## config.mk

```make
export PLATFORM = sky130hd
export DESIGN_NAME = sio_frame_ctrl
export DESIGN_NICKNAME = d
export VERILOG_FILES = /design/src/rtl/sio_frame_ctrl_pkg.sv /design/src/rtl/sio_frame_ctrl_csum.sv /design/src/rtl/sio_frame_ctrl.sv
export SDC_FILE = /design/constraint.sdc
export NUM_CORES = 1
export LEC_CHECK = 0
export CAP_MARGIN = 20
export CORE_UTILIZATION = 25
export DETAILED_ROUTE_END_ITERATION = 6
export PLACE_DENSITY_LB_ADDON = 0.25
export SKIP_LAST_GASP = 1
export SLEW_MARGIN = 5
export SYNTH_ARGS = -nofsm -noshare
export SYNTH_HDL_FRONTEND = slang
export SYNTH_SLANG_ARGS = --single-unit
```

## constraint.sdc

```tcl
create_clock -name clk -period 7 [get_ports clk]
set_clock_uncertainty 0.1 [all_clocks]
set_input_delay 1.4 -clock clk [delete_from_list [all_inputs] [get_ports clk]]
set_output_delay 1.4 -clock clk [all_outputs]
set_load 0.01 [all_outputs]
```

## src/rtl/sio_frame_ctrl_pkg.sv

```systemverilog
// ============================================================================
//  Module      : sio_frame_ctrl_pkg
//  Description : State encoding, status codes, SIO reply bytes and checksum step
//  Revision    : 1.0 - initial release
// ============================================================================
`default_nettype none

package sio_frame_ctrl_pkg;

    typedef enum logic [3:0] {
        S_IDLE     = 4'd0,
        S_TX_RD    = 4'd1,
        S_TX_PUT   = 4'd2,
        S_TX_WAIT  = 4'd3,
        S_TX_CSUM  = 4'd4,
        S_TX_CWAIT = 4'd5,
        S_TX_DRAIN = 4'd6,
        S_RX_ACK   = 4'd7,
        S_RX_CMPL  = 4'd8,
        S_RX_DATA  = 4'd9,
        S_RX_CSUM  = 4'd10,
        S_FIN      = 4'd11
    } sio_state_e;

    localparam logic [2:0] STAT_OK      = 3'd0;
    localparam logic [2:0] STAT_NAK     = 3'd1;
    localparam logic [2:0] STAT_FRAMERR = 3'd2;
    localparam logic [2:0] STAT_CSUM    = 3'd3;
    localparam logic [2:0] STAT_TIMEOUT = 3'd4;
    localparam logic [2:0] STAT_BADLEN  = 3'd5;

    localparam logic [7:0] SIO_ACK  = 8'h41;
    localparam logic [7:0] SIO_CMPL = 8'h43;

    // Carry out of bit 7 is folded back into bit 0 (0xFF + 0x01 -> 0x01).
    function automatic logic [7:0] csum_step(input logic [7:0] acc, input logic [7:0] b);
        logic [8:0] s;
        s = {1'b0, acc} + {1'b0, b};
        return s[7:0] + {7'd0, s[8]};
    endfunction

endpackage

`default_nettype wire

```

## src/rtl/sio_frame_ctrl_csum.sv

```systemverilog
// ============================================================================
//  Module      : sio_frame_ctrl_csum
//  Description : End-around-carry checksum accumulator for SIO frames
//  Revision    : 1.0 - initial release
// ============================================================================
`default_nettype none

module sio_frame_ctrl_csum
    import sio_frame_ctrl_pkg::*;
(
    input  logic       clk,
    input  logic       reset,
    input  logic       enp,
    input  logic       clr,
    input  logic       add,
    input  logic [7:0] data,
    output logic [7:0] csum
);

    logic [7:0] csum_q;
    logic [7:0] csum_d;

    always_comb begin
        csum_d = csum_q;
        if (enp) begin
            if (clr) begin
                csum_d = 8'h00;
            end else if (add) begin
                csum_d = csum_step(csum_q, data);
            end
        end
    end

    always_ff @(posedge clk) begin
        if (reset) begin
            csum_q <= 8'h00;
        end else begin
            csum_q <= csum_d;
        end
    end

    assign csum = csum_q;

endmodule

`default_nettype wire

```

## src/rtl/sio_frame_ctrl.sv

```systemverilog
// ============================================================================
//  Module      : sio_frame_ctrl
//  Description : Sequences one half-duplex SIO command/reply transaction on SER_core
//  Revision    : 1.0 - initial release
// ============================================================================
`default_nettype none

module sio_frame_ctrl
    import sio_frame_ctrl_pkg::*;
#(
    parameter int          BUF_DEPTH = 128,
    parameter int          ADDR_W    = 7,
    parameter logic [15:0] TIMEOUT   = 16'hFFFF
) (
    input  logic              clk,
    input  logic              reset,
    input  logic              enp,
    input  logic              bufWr,
    input  logic [ADDR_W-1:0] bufAddr,
    input  logic [7:0]        bufWData,
    output logic [7:0]        bufRData,
    input  logic [7:0]        txLen,
    input  logic [7:0]        rxLen,
    input  logic              start,
    output logic              busy,
    output logic              done,
    output logic [2:0]        status,
    output logic [7:0]        serDw,
    output logic              serAddrDw,
    input  logic              sdoCompl,
    input  logic              sdoFinish,
    input  logic              sdiCompl,
    input  logic              framerr,
    input  logic [7:0]        serDr
);

    localparam logic [8:0] C_DEPTH = 9'(BUF_DEPTH);

    sio_state_e        state_q, state_d;
    logic [8:0]        idx_q, idx_d;
    logic [15:0]       timer_q, timer_d;
    logic [2:0]        status_q, status_d;
    logic              busy_q, busy_d;
    logic [7:0]        ser_dw_q, ser_dw_d;
    logic [7:0]        buf_rdata_q, buf_rdata_d;

    logic [7:0]        mem [BUF_DEPTH];
    logic              mem_we;
    logic [ADDR_W-1:0] mem_waddr;
    logic [7:0]        mem_wdata;

    logic              csum_clr;
    logic              csum_add;
    logic [7:0]        csum_byte;
    logic [7:0]        csum;
    logic              len_bad;

    assign len_bad = (txLen == 8'd0) || ({1'b0, txLen} > C_DEPTH) || ({1'b0, rxLen} > C_DEPTH);

    always_comb begin
        state_d     = state_q;
        idx_d       = idx_q;
        timer_d     = timer_q;
        status_d    = status_q;
        busy_d      = busy_q;
        ser_dw_d    = ser_dw_q;
        buf_rdata_d = buf_rdata_q;
        mem_we      = 1'b0;
        mem_waddr   = bufAddr;
        mem_wdata   = bufWData;
        csum_clr    = 1'b0;
        csum_add    = 1'b0;
        csum_byte   = ser_dw_q;

        if (enp) begin
            buf_rdata_d = mem[bufAddr];
            mem_we      = bufWr && !busy_q;

            case (state_q)
                S_IDLE: begin
                    if (start) begin
                        if (len_bad) begin
                            status_d = STAT_BADLEN;
                            state_d  = S_FIN;
                        end else begin
                            status_d = STAT_OK;
                            busy_d   = 1'b1;
                            idx_d    = 9'd0;
                            csum_clr = 1'b1;
                            state_d  = S_TX_RD;
                        end
                    end
                end
                S_TX_RD: begin
                    ser_dw_d = mem[idx_q[ADDR_W-1:0]];
                    state_d  = S_TX_PUT;
                end
                S_TX_PUT: begin
                    csum_add = 1'b1;
                    idx_d    = idx_q + 9'd1;
                    state_d  = S_TX_WAIT;
                end
                S_TX_WAIT: begin
                    if (sdoCompl) begin
                        if (idx_q < {1'b0, txLen}) begin
                            state_d = S_TX_RD;
                        end else begin
                            ser_dw_d = csum;
                            state_d  = S_TX_CSUM;
                        end
                    end
                end
                S_TX_CSUM: state_d = S_TX_CWAIT;
                S_TX_CWAIT: begin
                    if (sdoCompl) state_d = S_TX_DRAIN;
                end
                S_TX_DRAIN: begin
                    if (sdoFinish) begin
                        timer_d = 16'd0;
                        state_d = S_RX_ACK;
                    end
                end
                S_RX_ACK, S_RX_CMPL, S_RX_DATA, S_RX_CSUM: begin
                    // A framing error wins over a byte completing in the same tick.
                    if (framerr) begin
                        status_d = STAT_FRAMERR;
                        state_d  = S_FIN;
                    end else if (sdiCompl) begin
                        timer_d = 16'd0;
                        case (state_q)
                            S_RX_ACK: begin
                                if (serDr == SIO_ACK) begin
                                    state_d = S_RX_CMPL;
                                end else begin
                                    status_d = STAT_NAK;
                                    state_d  = S_FIN;
                                end
                            end
                            S_RX_CMPL: begin
                                if (serDr != SIO_CMPL) begin
                                    status_d = STAT_NAK;
                                    state_d  = S_FIN;
                                end else if (rxLen == 8'd0) begin
                                    state_d = S_FIN;
                                end else begin
                                    csum_clr = 1'b1;
                                    idx_d    = 9'd0;
                                    state_d  = S_RX_DATA;
                                end
                            end
                            S_RX_DATA: begin
                                mem_we    = 1'b1;
                                mem_waddr = idx_q[ADDR_W-1:0];
                                mem_wdata = serDr;
                                csum_add  = 1'b1;
                                csum_byte = serDr;
                                idx_d     = idx_q + 9'd1;
                                if (idx_d == {1'b0, rxLen}) state_d = S_RX_CSUM;
                            end
                            default: begin
                                status_d = (serDr == csum) ? STAT_OK : STAT_CSUM;
                                state_d  = S_FIN;
                            end
                        endcase
                    end else begin
                        timer_d = timer_q + 16'd1;
                        if (timer_d == TIMEOUT) begin
                            status_d = STAT_TIMEOUT;
                            state_d  = S_FIN;
                        end
                    end
                end
                S_FIN: begin
                    busy_d  = 1'b0;
                    state_d = S_IDLE;
                end
                default: state_d = S_IDLE;
            endcase
        end
    end

    always_ff @(posedge clk) begin
        if (reset) begin
            state_q     <= S_IDLE;
            idx_q       <= 9'd0;
            timer_q     <= 16'd0;
            status_q    <= STAT_OK;
            busy_q      <= 1'b0;
            ser_dw_q    <= 8'h00;
            buf_rdata_q <= 8'h00;
        end else begin
            state_q     <= state_d;
            idx_q       <= idx_d;
            timer_q     <= timer_d;
            status_q    <= status_d;
            busy_q      <= busy_d;
            ser_dw_q    <= ser_dw_d;
            buf_rdata_q <= buf_rdata_d;
        end
    end

    // Buffer contents deliberately survive reset.
    always_ff @(posedge clk) begin
        if (mem_we) mem[mem_waddr] <= mem_wdata;
    end

    sio_frame_ctrl_csum u_csum (
        .clk   (clk),
        .reset (reset),
        .enp   (enp),
        .clr   (csum_clr),
        .add   (csum_add),
        .data  (csum_byte),
        .csum  (csum)
    );

    assign bufRData  = buf_rdata_q;
    assign busy      = busy_q;
    assign done      = (state_q == S_FIN);
    assign status    = status_q;
    assign serDw     = ser_dw_q;
    assign serAddrDw = (state_q == S_TX_PUT) || (state_q == S_TX_CSUM);

endmodule

`default_nettype wire

```

Yosys cells after proc, flatten, opt, wreduce, memory -nomap -nowiden
Memory sizes are Yosys's and may differ from the RTL's. A register that Yosys moved wholly into a read port is not among the register bits.
Cells that the tools add are included.
{"block": "totals", "output_inout_bits": 22, "wordCells": 152, "regBits": 49, "input_bits": 48, "n_memories": 1, "ram_bits": 1024}
{"block": "classes", "order_cmp": 3, "eq_ne": 32, "muxes": 83, "add_sub_neg": 4, "n_reduce_logical": 22}
{"memory": "mem", "depth": 128, "word_bits": 8, "rd": 2, "rd_ports_with_merged_regs": 2, "wr": 1, "line_no": "sio_frame_ctrl.sv:47", "source": "logic [7:0] mem [BUF_DEPTH];"}
{"operator": "$mux 8", "n": 14}
{"operator": "$mux 9", "n": 6}
{"operator": "$mux 7", "n": 7}
{"operator": "$mux 16", "n": 3}
{"operator": "$mux 4", "n": 9}
{"operator": "$pmux 16 s2", "n": 1}
{"operator": "$pmux 4 s8", "n": 1}
{"operator": "$pmux 9 s3", "n": 1}
{"operator": "$mux 3", "n": 8}
{"operator": "$mux 1", "n": 21}
{"operator": "$pmux 9 s2", "n": 1}
{"operator": "$add 16x1->16 const B", "n": 1}
{"operator": "$eq 16x16->1 const B", "n": 1}
{"operator": "$eq 4x3->1 const B", "n": 4}
{"operator": "$eq 4x4->1 const B", "n": 4}
{"operator": "$gt 8x8->1 const B", "n": 2}
{"operator": "$logic_not 8->1", "n": 2}
{"operator": "$ne 2x2->1 const B", "n": 8}
{"operator": "$pmux 8 s2", "n": 1}
{"operator": "$ne 5x5->1 const B", "n": 3}
{"operator": "$reduce_and 7->1", "n": 2}
{"operator": "$pmux 4 s3", "n": 1}
{"operator": "$reduce_and 4->1", "n": 3}
{"operator": "$reduce_bool 2->1", "n": 5}
{"operator": "24 further kinds", "n": 35}

Longest topological paths before layout
{"block": "depth", "word_depth": 10, "mapped_depth": 25, "depth_no_buf": 22}

Cells and area by module
From an unflattened synthesis, not the netlist that was laid out.
{"block": "unflattened", "cells_unflattened": 2891, "area_unflattened_um2": 52620.5}
{"module": "sio_frame_ctrl", "cells_per_inst": 2811, "area_each_um2": 51887.3, "seq_area_each_um2": 31870.6, "instances": 1}
{"module": "sio_frame_ctrl_csum", "cells_per_inst": 80, "area_each_um2": 733.2, "seq_area_each_um2": 160.2, "instances": 1}

Least setup slack after synthesis
No wires, ideal clock.
{"block": "synth_timing", "path_type": "input-to-reg", "startpoint": "in sdiCompl", "endpoint": "reg u_csum.csum_q[7] (netlist: u_csum.csum[7])", "slack_ns": 1.644, "setup_time_ns": 0.141, "required_ns": 6.759, "path_buffers": 3, "stages": 22, "arrival_ns": 5.115, "path_cell_list": "nor2b_1 > nand4_1 > clkbuf_1 > clkbuf_1 > buf_1 > nand2_1 > nand2_1 > ha_1 > inv_1 > fa_1 > nor2b_1 > nor3_1 > o21a_1 > nor2b_1 > o21ai_0 > nand2b_1 > ha_1 > nand3_1 > nor4bb_1 > a31oi_1 > o21ai_0 > o311ai_0"}
{"block": "synth_via", "elab_chain_cells": 8, "elab_cells_between_ends": 18, "cone_classes": "2 x add/sub; 14 x mux; 2 x reduce/logical"}
{"item": "from (decl)", "line_no": "sio_frame_ctrl.sv:32", "source": "input logic sdiCompl,"}
{"item": "$mux 8", "line_no": "sio_frame_ctrl.sv:128", "source": "end else if (sdiCompl) begin"}
{"item": "$mux 8", "line_no": "sio_frame_ctrl.sv:125", "source": "if (framerr) begin"}
{"item": "$mux 8", "line_no": "sio_frame_ctrl.sv:79", "source": "case (state_q)"}
{"item": "$mux 8", "line_no": "sio_frame_ctrl.sv:75", "source": "if (enp) begin"}
{"item": "$add 8x8->9", "line_no": "sio_frame_ctrl_pkg.sv:38", "source": "s = {1'b0, acc} + {1'b0, b};"}
{"item": "$add 8x1->8", "line_no": "sio_frame_ctrl_pkg.sv:39", "source": "return s[7:0] + {7'd0, s[8]};"}
{"item": "$mux 8", "line_no": "sio_frame_ctrl_csum.sv:28", "source": "end else if (add) begin"}
{"item": "$mux 8", "line_no": "sio_frame_ctrl_csum.sv:26", "source": "if (clr) begin"}
{"item": "to (signal assigned)", "line_no": "sio_frame_ctrl_csum.sv:38", "source": "csum_q <= csum_d;"}
{"item": "to (decl)", "line_no": "sio_frame_ctrl_csum.sv:20", "source": "logic [7:0] csum_q;"}
Parallel ways exist; a longest one is shown, timed or not. The select of a mux whose other input is x is not followed.
A chain may end at the register's enable or synchronous reset.

Worst setup path after layout
Ends and elaborated chain as after synthesis.

==> flow_metrics.tcl <==
set metrics [dict create \
    vias 32800 \
    setup_viol 0 \
    clock_sinks 1088 \
    wirelength_microns 190000 \
    final_hold_viol_count 0 \
    final_core_util_pct 29.1 \
    area_growth_pct 15.4 \
    slowest_delay_ns 0.62 \
    leakage_nw 18.0 \
    core_sq_mm 0.210 \
    antenna_found_initial 14 \
    initialDrtViolationCount 4548 \
    endpoint_kind "register" \
    start_kind "primary input" \
    htree_num_levels 3 \
    clock_path_buffers 3 \
    synth_cell_types 82 \
    ir_drop_uv 185 \
    sequentialPowerShare_pct 48.6 \
    sw_frac_of_total_pct 24.1 \
    insertion_delay_ns 0.74 \
    syn_area_sq_mm 0.0529 \
    grt_pass1_vias 31800 \
    syn_avg_cell_area_sq_um 16.6 \
    drive_gt1_share_pct 26.0 \
    initial_core_util_pct 25.2 \
    p_comb_share_pct 8.9 \
    cp_slowest_cell "clkdlybuf4s50_1" \
    grt_pass1_wl_microns 264000 \
    root_buffer "clkbuf_16" \
    ys_async_sr_fraction_pct 0 \
    wl_per_cell_microns 31.0 \
    rsz0062_at_grt "no" \
    grt_max_degree 84 \
    die_area_sq_mm 0.213 \
    slew_violations 0 \
    finalSetupTns_ns 0 \
    layout_commonest_cell "edfxtp_1" \
    post_cts_resized 0 \
    via_per_inst 5.34 \
    clkTransAtPathRegs_ns 0.06 \
    critical_path_buf_inv_count 3 \
    antenna_left 0 \
    cts_made_buffers 121 \
    most-common-layout-cells "1024 x edfxtp_1, 490 x mux4_2, 218 x nor2_1" \
    grtUsageTotal_pct 17.6 \
    synth_edf_count 1024 \
    placed_area_sq_mm 0.0571 \
    crit_required_ns 7.52 \
    cp_top_family "simple AND/OR/NAND/NOR gates" \
    p_int_w 0.0113 \
    grt_overflow 0 \
    min_period_ns 5.48 \
    crit_path_frequent_cell "nor2b_1" \
    p_switching_w 0.00357 \
    syn-num-nets 3250 \
    portBuffers 69 \
    timing.final.crit_share_pct 78.2 \
    max_cap_viol_count 0 \
    crit_type "primary input to register" \
    slew_headroom_pct 23.6 \
    fin_nets 3305 \
    drcViolationCount 0 \
    ys.flop_type "edfxtp_1" \
    worst_hold_slack_ns 0.387 \
    clockPowerShare_pct 42.5 \
    cts_tree "built" \
    p_per_area_mw_per_mm2 243 \
    rows 168 \
    final_area_sq_mm 0.0610 \
    die_w_microns 462 \
    crit_chain "clkdlybuf4s50_1 -> nor2b_1 -> nand3_1 -> nor2_1 -> buf_4 -> nand2_1 -> nand2_1 -> ha_1 -> inv_1 -> fa_1 -> nor2b_1 -> nor3_1 -> o21a_1 -> nor2b_1 -> o21ai_0 -> nand2b_1 -> ha_1 -> nand3_1 -> nor4bb_1 -> a31oi_1 -> o311ai_0" \
    die_h_microns 462 \
    first_pass_iters 6 \
    worstMarginPinSlew_ns 1.15 \
    ys_ff_latch 1088 \
    max_freq_ghz 0.183 \
    gp_congestion 0.899 \
    post_cts_buffers 0 \
    ys_warn_count 0 \
    postCtsHoldBufs 0 \
    arrival_ns 6.00 \
    synth.yosys.seq_area_share_pct 60.6 \
    fillers 20900 \
    status "finished clean" \
    syn_inst 3180 \
    critPathMaxFanout 9 \
    io_pins 70 \
    hold_class "register to register" \
    dpl.hpwl_microns 129000 \
]
## stage by stage
| step | std cells | power (W) | worst slack, ns |
|---|---|---|---|
| CTS | 6134 | 0.0149 | 1.61 |
| floorplan | 3180 | 0.00813 | 1.64 |
| finish | 6142 | 0.0148 | 1.52 |
| detailed placement | 5913 | 0.00866 | 0.832 |
| global route | 6138 | 0.0152 | 1.08 |
| global placement | 5912 | 0.00866 | 0.833 |
## final cells by class
class	instances	area (sq um)	area share (%)
antenna	4	10.0	0.0164
clock buffer	146	3200	5.24
tap	2805	3510	5.75
inverter	34	130	0.213
clock inverter	75	661	1.08
multi-input combinational	1812	19800	32.4
timing repair buffer	178	1700	2.79
sequential	1088	32000	52.5
## kinds of logic (layout without fill, tap and decap cells)
logic type               Yosys count  in the layout  synth area share, %
AO/OA/AOI/OAI                    442            442                 5.66
XOR/XNOR                          28             28                0.464
adder cells (fa/ha/maj)           22             22                0.535
buffers and inverters            280            433                 2.20
flip-flops                      1088           1088                 60.6
multiplexers                     680            680                 24.5
other                              0              4                    0
AND/OR/NAND/NOR                  640            640                 5.99
## power groups by stage
stage          sequential [W]  clock [W]  combinational [W]
3_3_place_gp          0.00735          0            0.00131
4_1_cts               0.00721    0.00641            0.00131
3_5_place_dp          0.00735          0            0.00131
5_1_grt               0.00721    0.00663            0.00138
6_report              0.00721    0.00630            0.00132
2_1_floorplan         0.00732          0           0.000808
## flip-flops by register name (all words and copies together), names as in the netlist, named ones only
register,count
mem,1024
state_q,4
idx_q,9
serDw,8
bufRData,8
status,3
busy,1
timer_q,16
u_csum.csum,8
## synth_stat cells (19+ instances only)
| library cell | count | share of area [%] |
|---|---|---|
| nor4_1 | 26 | 0.31 |
| o22ai_1 | 67 | 0.79 |
| nand2_1 | 119 | 0.85 |
| mux2_2 | 28 | 0.60 |
| clkbuf_1 | 143 | 1.0 |
| dfxtp_1 | 64 | 2.4 |
| a21oi_1 | 97 | 0.92 |
| o221ai_1 | 48 | 0.80 |
| nor2_1 | 219 | 1.6 |
| a211oi_1 | 25 | 0.36 |
| nor2b_1 | 23 | 0.27 |
| mux4_2 | 490 | 21 |
| nor3_1 | 43 | 0.41 |
| buf_2 | 72 | 0.68 |
| nand3_1 | 45 | 0.43 |
| or3_1 | 24 | 0.28 |
| mux2i_1 | 162 | 3.1 |
| ha_1 | 21 | 0.50 |
| o21ai_0 | 66 | 0.62 |
| or2_2 | 19 | 0.22 |
| inv_1 | 31 | 0.22 |
| edfxtp_1 | 1024 | 58 |
| buf_1 | 26 | 0.18 |
| nand2b_1 | 23 | 0.27 |
## path summary, 6_finish.rpt
path | start | end | slack (ns) | cells past startpoint
max | sdiCompl | u_csum.csum[7]$_SDFFE_PP0P_ | 1.52 | 21
min | status[1]$_SDFFE_PP0P_ | status[1]$_SDFFE_PP0P_ | 0.39 | 2
max reg2reg | state_q[0]$_SDFFE_PP0P_ | u_csum.csum[7]$_SDFFE_PP0P_ | 1.83 | 20
min reg2reg | status[1]$_SDFFE_PP0P_ | status[1]$_SDFFE_PP0P_ | 0.39 | 2
## worst register-to-register path: stages (launching register included)
cell      delay, ns
dfxtp_1        0.81
nor2b_1        0.51
nand3_1        0.31
nor2_1         0.16
buf_4          0.19
nand2_1        0.13
nand2_1        0.09
ha_1           0.19
inv_1          0.07
fa_1           0.42
nor2b_1        0.17
nor3_1         0.07
o21a_1         0.21
nor2b_1        0.10
o21ai_0        0.10
nand2b_1       0.08
ha_1           0.16
nand3_1        0.12
nor4bb_1       0.50
a31oi_1        0.18
o311ai_0       0.39
## routing by layer
layer | routed length [microns] | vias up | GRT usage (%)
met4 | 4860 | 4 | 4.31
met5 | 43 | - | 0
met3 | 14700 | 237 | 3.14
met1 | 83700 | 17600 | 25.3
li1 | - | 13400 | -
met2 | 87000 | 1497 | 27.3
No activity file was read; power rests on OpenSTA's default activity.
